===== src/rtl/aes_seq_ctrl.sv =====
// aes_seq_ctrl: register-driven launch/wait/capture sequencer between the OCL register decode and the AES core.
// Optional busy-state abort is enabled by defining AES_SEQ_TIMEOUT_EN.
module aes_seq_ctrl #(
    parameter int unsigned ADDR_W         = 32,
    parameter int unsigned TIMEOUT_CYCLES = 1024,
    parameter int unsigned CNT_W          = 16
) (
    input  logic              clk_main_a0,
    input  logic              rst_main_n,
    input  logic              reg_wr_en,
    input  logic [ADDR_W-1:0] reg_wr_addr,
    input  logic [31:0]       reg_wr_data,
    input  logic              reg_rd_en,
    input  logic [ADDR_W-1:0] reg_rd_addr,
    output logic              reg_rd_valid,
    output logic [31:0]       reg_rd_data,
    output logic              aes_start,
    output logic [127:0]      aes_key,
    output logic [127:0]      aes_pt,
    input  logic              aes_done,
    input  logic [127:0]      aes_ct,
    output logic              busy,
    output logic              irq_done
);

`ifdef AES_SEQ_TIMEOUT_EN
    localparam bit TIMEOUT_EN = 1'b1;
`else
    localparam bit TIMEOUT_EN = 1'b0;
`endif

    localparam int unsigned IDX_W = 6;
    localparam logic [IDX_W-1:0] IDX_CTRL   = 6'h00;
    localparam logic [IDX_W-1:0] IDX_STATUS = 6'h01;
    localparam logic [IDX_W-1:0] IDX_LAT    = 6'h10;
    localparam logic [3:0]       GRP_KEY    = 4'h1;
    localparam logic [3:0]       GRP_PT     = 4'h2;
    localparam logic [3:0]       GRP_CT     = 4'h3;
    localparam logic [31:0]      RD_DEFAULT = 32'hDEAD_BEEF;

    typedef enum logic [1:0] {
        S_IDLE    = 2'd0,
        S_LAUNCH  = 2'd1,
        S_BUSY    = 2'd2,
        S_CAPTURE = 2'd3
    } state_t;

    state_t            state;
    state_t            state_next;

    logic [3:0][31:0]  key_q;
    logic [3:0][31:0]  pt_q;
    logic [3:0][31:0]  ct_q;
    logic [CNT_W-1:0]  cnt_q;
    logic [CNT_W-1:0]  lat_q;
    logic              done_q;
    logic              err_q;
    logic              timeout_q;

    logic [IDX_W-1:0]  wr_idx;
    logic [IDX_W-1:0]  rd_idx;
    logic              in_busy_c;
    logic              wr_key_c;
    logic              wr_pt_c;
    logic              wr_start_c;
    logic              wr_clear_c;
    logic              err_set_c;
    logic [CNT_W-1:0]  cnt_inc_c;
    logic              cnt_hit_c;
    logic              launch_c;
    logic              capture_c;
    logic              abort_c;
    logic [31:0]       rd_mux_c;

    // Only address bits [7:2] select a register; the rest are deliberately ignored.
    logic unused_addr_bits;
    assign unused_addr_bits = ^{reg_wr_addr[ADDR_W-1:8], reg_wr_addr[1:0],
                                reg_rd_addr[ADDR_W-1:8], reg_rd_addr[1:0]};

    assign wr_idx = reg_wr_addr[7:2];
    assign rd_idx = reg_rd_addr[7:2];

    assign aes_key = key_q;
    assign aes_pt  = pt_q;

    // Write decode; busy-time writes to key/pt/start are dropped and flagged.
    assign in_busy_c  = (state == S_LAUNCH) || (state == S_BUSY);
    assign wr_key_c   = reg_wr_en && (wr_idx[5:2] == GRP_KEY);
    assign wr_pt_c    = reg_wr_en && (wr_idx[5:2] == GRP_PT);
    assign wr_start_c = reg_wr_en && (wr_idx == IDX_CTRL) && reg_wr_data[0];
    assign wr_clear_c = reg_wr_en && (wr_idx == IDX_CTRL) && reg_wr_data[1];
    assign err_set_c  = in_busy_c && (wr_key_c || wr_pt_c || wr_start_c);

    // Latency counter value including the current busy cycle, saturating.
    assign cnt_inc_c = (cnt_q == {CNT_W{1'b1}}) ? cnt_q : cnt_q + CNT_W'(1);
    assign cnt_hit_c = TIMEOUT_EN && (32'(cnt_inc_c) >= TIMEOUT_CYCLES);

    always_comb begin
        state_next = state;
        launch_c   = 1'b0;
        capture_c  = 1'b0;
        abort_c    = 1'b0;
        case (state)
            S_IDLE: begin
                if (wr_start_c) begin
                    state_next = S_LAUNCH;
                    launch_c   = 1'b1;
                end
            end
            S_LAUNCH: begin
                state_next = S_BUSY;
            end
            S_BUSY: begin
                // A done on the timeout cycle still counts as a completion.
                if (aes_done) begin
                    state_next = S_CAPTURE;
                    capture_c  = 1'b1;
                end else if (cnt_hit_c) begin
                    state_next = S_IDLE;
                    abort_c    = 1'b1;
                end
            end
            S_CAPTURE: begin
                state_next = S_IDLE;
            end
            default: begin
                state_next = S_IDLE;
            end
        endcase
    end

    always_ff @(posedge clk_main_a0 or negedge rst_main_n) begin
        if (!rst_main_n) begin
            state <= S_IDLE;
        end else begin
            state <= state_next;
        end
    end

    // Sequencer outputs, counter and status flags.
    always_ff @(posedge clk_main_a0 or negedge rst_main_n) begin
        if (!rst_main_n) begin
            aes_start <= 1'b0;
            busy      <= 1'b0;
            irq_done  <= 1'b0;
            cnt_q     <= '0;
            lat_q     <= '0;
            ct_q      <= '0;
            done_q    <= 1'b0;
            err_q     <= 1'b0;
            timeout_q <= 1'b0;
        end else begin
            aes_start <= launch_c;
            busy      <= (state_next == S_LAUNCH) || (state_next == S_BUSY);
            irq_done  <= capture_c || abort_c;

            if (state == S_LAUNCH) begin
                cnt_q <= '0;
            end else if (state == S_BUSY) begin
                cnt_q <= cnt_inc_c;
            end

            if (capture_c) begin
                ct_q  <= aes_ct;
                lat_q <= cnt_inc_c;
            end

            if (capture_c) begin
                done_q <= 1'b1;
            end else if (wr_clear_c || launch_c) begin
                done_q <= 1'b0;
            end

            if (err_set_c) begin
                err_q <= 1'b1;
            end else if (wr_clear_c) begin
                err_q <= 1'b0;
            end

            if (abort_c) begin
                timeout_q <= 1'b1;
            end else if (wr_clear_c) begin
                timeout_q <= 1'b0;
            end
        end
    end

    // Key and plaintext registers are frozen while the core is running.
    always_ff @(posedge clk_main_a0 or negedge rst_main_n) begin
        if (!rst_main_n) begin
            key_q <= '0;
            pt_q  <= '0;
        end else if (!in_busy_c) begin
            if (wr_key_c) begin
                key_q[wr_idx[1:0]] <= reg_wr_data;
            end
            if (wr_pt_c) begin
                pt_q[wr_idx[1:0]] <= reg_wr_data;
            end
        end
    end

    always_comb begin
        rd_mux_c = RD_DEFAULT;
        if (rd_idx == IDX_CTRL) begin
            rd_mux_c = 32'h0;
        end else if (rd_idx == IDX_STATUS) begin
            rd_mux_c = {28'h0, timeout_q, err_q, done_q, busy};
        end else if (rd_idx[5:2] == GRP_KEY) begin
            rd_mux_c = key_q[rd_idx[1:0]];
        end else if (rd_idx[5:2] == GRP_PT) begin
            rd_mux_c = pt_q[rd_idx[1:0]];
        end else if (rd_idx[5:2] == GRP_CT) begin
            rd_mux_c = ct_q[rd_idx[1:0]];
        end else if (rd_idx == IDX_LAT) begin
            rd_mux_c = 32'(lat_q);
        end
    end

    // Read data is sampled from pre-write register state and held until the next read.
    always_ff @(posedge clk_main_a0 or negedge rst_main_n) begin
        if (!rst_main_n) begin
            reg_rd_valid <= 1'b0;
            reg_rd_data  <= '0;
        end else begin
            reg_rd_valid <= reg_rd_en;
            if (reg_rd_en) begin
                reg_rd_data <= rd_mux_c;
            end
        end
    end

endmodule


===== config.mk =====
export PLATFORM = sky130hd
export DESIGN_NAME = aes_seq_ctrl
export DESIGN_NICKNAME = d
export VERILOG_FILES = /design/src/rtl/aes_seq_ctrl.sv
export SDC_FILE = /design/constraint.sdc
export NUM_CORES = 1
export LEC_CHECK = 0
export ABC_AREA = 1
export ABC_CLOCK_PERIOD_IN_PS = 2800
export CAP_MARGIN = 20
export CORE_MARGIN = 3
export CORE_UTILIZATION = 50
export CTS_BUF_LIST = sky130_fd_sc_hd__clkbuf_8 sky130_fd_sc_hd__clkbuf_16
export DETAILED_ROUTE_END_ITERATION = 7
export MAX_ROUTING_LAYER = met4
export PLACE_DENSITY = 0.87
export SYNTH_ARGS = -nofsm -noshare
export SYNTH_HDL_FRONTEND = slang
export SYNTH_SLANG_ARGS = --single-unit

===== constraint.sdc =====
create_clock -name clk_main_a0 -period 2.8 [get_ports clk_main_a0]
set_clock_uncertainty 0.15 [all_clocks]
set_input_delay 0.56 -clock clk_main_a0 [delete_from_list [all_inputs] [get_ports clk_main_a0]]
set_output_delay 0.56 -clock clk_main_a0 [all_outputs]
set_load 0.05 [all_outputs]

Word-level counts from Yosys, hierarchy flattened
Cells that the tools add are included.
Storage, ports and cells
  register bits: 456
  logic and storage cells: 90
  output and inout bits: 292
Operators by class
  muxes and demuxes: 30
  eq/ne operators: 13
  reductions and logical operators: 20
  add/subtract/negate cells: 1
  magnitude comparators: 3
  bitwise operators: 1
Operators with widths (count)
  32-bit two-way mux: 10
  128-bit bitwise mux: 2
  32-bit binary-select mux with 2-bit select: 3
  32-bit demux with 2-bit select: 1
  16-bit two-way mux: 3
  16-bit by 1-bit adder with 16-bit output, second input constant: 1
  16-bit equality test, second input constant: 1
  4-bit by 2-bit equality test with 1-bit output, second input constant: 3
  6-bit zero test: 2
  4-bit by 1-bit equality test with 1-bit output, second input constant: 2
  1-bit two-way mux: 8
  2-bit one-hot mux with 4 select lines: 1
  1-bit logical AND: 7
  2-bit equality test, second input constant: 3
  6-bit by 1-bit equality test with 1-bit output, second input constant: 1
  6-bit by 5-bit equality test with 1-bit output, second input constant: 1
  2-bit by 3-bit less-than comparator with 1-bit output, second input constant: 2
  2-bit nonzero test: 3
  1-bit logical OR: 5
  2-bit by 1-bit equality test with 1-bit output, second input constant: 2
  2-bit two-way mux: 2
  2-bit AND reduction: 2
  2-bit by 1-bit >= comparator with 1-bit output, second input constant: 1
  2-bit zero test: 1
  1-bit inverter: 1

Longest topological paths before layout
  depth in word-level cells: 8
  gate-level depth with buffers: 11
  gate-level depth less buffers: 10

Least setup slack after synthesis
Ideal clock, no wire load.
  path kind: flip-flop to flip-flop
  from: reg state[0]
  to: reg pt_q (netlist bit aes_pt[30])
  buffers on the path: 2
  period minus slack after synthesis: 1.990 ns
  arrival: 1.710 ns
  slack: 0.810 ns
  required time: 2.520 ns
  setup time: 0.130 ns
  cell stages (with the launch flop): 9
  cell sequence: dfrtp_1 -> inv_1 -> ha_1 -> inv_1 -> buf_2 -> nand3_2 -> clkbuf_1 -> nand2_1 -> o21ai_0
On the way
  cells in the longest elaborated chain, start to end: 4
  elaborated cells between the ends (all ways): 5
  those cells by class: 2 x eq/ne; 1 x bitwise; 2 x reduce/logical
Ends and longest elaborated chain
  from (decl): line 48  | state_t state;
  from (signal assigned): line 136  | state <= state_next;
  2-bit by 1-bit equality test with 1-bit output or 2-bit equality test (tied branches): line 87  | assign in_busy_c = (state == S_LAUNCH) || (state == S_BUSY);
  1-bit logical OR *: line 87
  named net in_busy_c: line 62  | logic in_busy_c;
  1-bit inverter (no line) *
  2-bit AND reduction (no line) *
  to (signal, indexed assignment): line 198  | pt_q[wr_idx[1:0]] <= reg_wr_data;
  to (decl): line 52  | logic [3:0][31:0] pt_q;
The timed path passes the listed nets; every way through them passes the cells marked *.
A chain may end at the register's enable or synchronous reset.

Final worst setup path
  from: reg pt_q (netlist bit aes_pt[13])
  to: out aes_pt[13]
RTL lines
  to (decl): line 19  | output logic [127:0] aes_pt,
No word-level cell between the ends.

==> metrics.md <==
| Metric | Value |
|---|---|
| Outcome | `complete, no violations` |
| Synth area leader | `dfrtp_1` |
| Setup Viol. Count Final | `0` |
| Critical Path Source Type | `flip-flop` |
| Yosys cell types | `29` |
| Setup TNS | `0 ps` |
| Final wirelength | `just under 80000 um` |
| P_int | `around 16 mW` |
| Mapped cell area | `between 20000 and 25000 um2` |
| Top Family by Delay on Critical Path | `buffers and inverters` |
| Yosys top cell area share | `54.61%` |
| Slew headroom | `46.84%` |
| Min Hold Slack | `between 300 and 400 ps` |
| CP endpoint kind | `output port` |
| Final RePlAce weighted congestion | `0.9691` |
| Initial Util | `50.95%` |
| Post-route DRC | `0` |
| Final net count | `3359` |
| Buffers & Inverters on Critical Path | `1` |
| Hold Crit Class | `reg -> reg` |
| Crit Path Max Fanout | `3` |
| Worst path cell trace | `clkdlybuf4s50_1` |
| DIE AREA | `44280 um2` |
| Clk sinks | `456` |
| Worst-Margin Slew | `~800 ps` |
| Max Root-Sink Buffers | `3` |
| First-pass GRT wire length | `121000 um` |
| Gr usage total | `a little over a third` |
| Register area share after synthesis | `54.61%` |
| WL/cell | `about 21 um` |
| H-tree levels | `2` |
| Yosys warns | `0` |
| Io pins | `521` |
| Main flop type after synthesis | `dfrtp_1` |
| Root Buffer | `clkbuf_16` |
| Fin. Hold Viols | `0` |
| Final worst setup slack | `approximately 190 ps` |
| Switch Pwr | `about 11 mW` |
| Row count | `between 70 and 80` |
| PD cells | `956.0 nW/um2` |
| RSZ-0062 raised after global routing | `no` |
| Final Max Slew Viols | `0` |
| Port Buffers | `between 400 and 500` |
| Worst path slowest cell | `clkdlybuf4s50_1` |
| Core footprint | `41020 um2` |
| WS Path Type | `reg -> out` |
| CTS resizes | `0` |
| Share of total power in sequential cells | `36.7%` |
| Clock slew at the register clock pins of the worst setup and hold paths | `approximately 60 ps` |
| Post-Place Cells | `3604` |
| Vias in the first global route | `20890` |
| Synth Register Bits | `~460` |
| P&R area growth vs syn | `34.59%` |
| Synth cell count leaders | `nand2_1, dfrtp_1, o21ai_0` |
| Setup Fix Bufs, Post-CTS | `0` |
| Leak | `13.24 nW` |
| First-pass DRT Iterations | `8` |
| Num CTS Buffers | `49` |
| Initial antenna violation count | `1` |
| Post-synth EDFFs | `0` |
| Die width | `between 200 and 250 um` |
| Worst ir drop on vdd | `0.7353 mV` |
| Final ANT Viol Nets | `0` |
| Max incr delay on CP | `approximately 850 ps` |
| Synth area leaders | `dfrtp_1, nand2_1, o21ai_0` |
| Count leader, synth | `nand2_1` |
| Post-Synthesis Cells | `approximately 2700` |
| Ys async rst share | `100.0%` |
| Clock Latency Late Sink | `590 ps` |
| Clk pwr share | `25.1%` |
| Mapped Nets | `2928` |
| Total chip power | `26.89 mW` |
| Ratio of final minimum period to clock period | `93.31%` |
| Vias per cell | `5.710` |
| DP Worst Slack | `approximately 120 ps` |
| Grt ovf | `0` |
| Max Clock Freq | `0.3827 GHz` |
| Largest net degree at the start of global routing | `about 80` |
| Worst Path Arrival | `around 1900 ps` |
| Part of the power in combinational logic | `about two fifths` |
| Initial DRC count | `2395` |
| Period minus WS final | `2613 ps` |
| Non-Filler Instances | `3698` |
| Switching Fraction | `roughly two fifths` |
| CP required | `2090 ps` |
| Detailed-placement wirelength estimate | `approximately 53000 um` |
| Avg Cell Area, Syn | `roughly 7.8 um2` |
| Cts hold-fix bufs | `1` |
| CTS tree | `done` |
| Max cap viols | `0` |
| Die H | `210.4 um` |
| Vias | `21110` |
| Layout cells sized above 1 | `between 5 and 6%` |
==> path summary, 6_finish.rpt <==
path / start / end / slack (ps) / cells past startpoint
min: ct_q[30]$_DFFE_PN0P_ / ct_q[30]$_DFFE_PN0P_ / 330 / 2
max reg2reg: cnt_q[0]$_DFFE_PN0P_ / cnt_q[3]$_DFFE_PN0P_ / 420 / 7
max in group asynchronous: rst_main_n / aes_pt[19]$_DFFE_PN0P_ / 1250 / 4
min in group asynchronous: rst_main_n / ct_q[19]$_DFFE_PN0P_ / 370 / 2
max: aes_pt[13]$_DFFE_PN0P_ / aes_pt[13] / 190 / 1
min reg2reg: ct_q[30]$_DFFE_PN0P_ / ct_q[30]$_DFFE_PN0P_ / 330 / 2
==> metal layers <==
layer / vias up / global-route usage [%] / part of all wire, %
li1: 9383 / - / -
met1: 10100 / 47.31 / 38
met2: 1374 / 56.45 / 46
met3: 254 / 7.084 / 11
met4: 0 / 14.46 / 4.7
met5: - / - / 0
==> layout by cell type (no fill, tap or decap), types with 42 or more instances in the layout <==
master	n
a21oi_1	66
buf_4	42
clkbuf_16	51
clkdlybuf4s50_1	465
dfrtp_1	456
inv_1	208
nand2_1	1088
nand3_1	174
nor2_1	107
o21ai_0	377
==> state kept, by name (all words and copies together), names as in the netlist <==
signal and cells:
reg_rd_valid 1, irq_done 1, state 2, done_q 1
aes_start 1, reg_rd_data 32, err_q 1, aes_key 128
aes_pt 128, ct_q 128, busy 1, cnt_q 16
lat_q 16
==> worst reg2reg max path, delay by kind of cell, from the launching register on <==
| kind | cells | cell delay [ps] |
|---|---|---|
| adders and majority gates | 1 | 290 |
| DFF | 1 | 450 |
| and+or+nand+nor | 4 | 1040 |
| AOI/OAI and AO/OA | 2 | 370 |
==> power groups by stage <==
stage | Clock (mW) | Sequential, mW | Combinational, mW
2_1_floorplan | 0 | 12.8 | 3.14
3_3_place_gp | 0 | 9.78 | 9.87
3_5_place_dp | 0 | 9.88 | 10.1
4_1_cts | 6.78 | 9.81 | 10.2
5_1_grt | 7.05 | 10.0 | 11.0
6_report | 6.74 | 9.86 | 10.3
==> logic make-up after synthesis <==
logic type	synth area share (%)
AO/OA/AOI/OAI	11.45
XOR/XNOR	0.2096
AND/OR/NAND/NOR	26.79
adder cells (fa/ha/maj)	0.2994
buffers and inverters	6.640
flip-flops	54.61
==> metrics by stage <==
stage | instance area, um2 | util, %
2_1_floorplan | 20900 | -
3_3_place_gp | 26430 | 64.44
3_5_place_dp | 26430 | 64.44
4_1_cts | 28110 | 68.54
5_1_grt | 28120 | 68.57
6_report | 28120 | 68.57
==> layout make-up <==
cell class	instances	area, um2
antenna	1	2.502
clock buffer	59	1386
clock inverter	32	287.8
fill	3006	12890
inverter	202	765.7
multi-input combinational	1883	8130
sequential	456	11410
tap	532	665.6
timing repair buffer	533	5475
No activity file was read; power rests on OpenSTA's default activity.
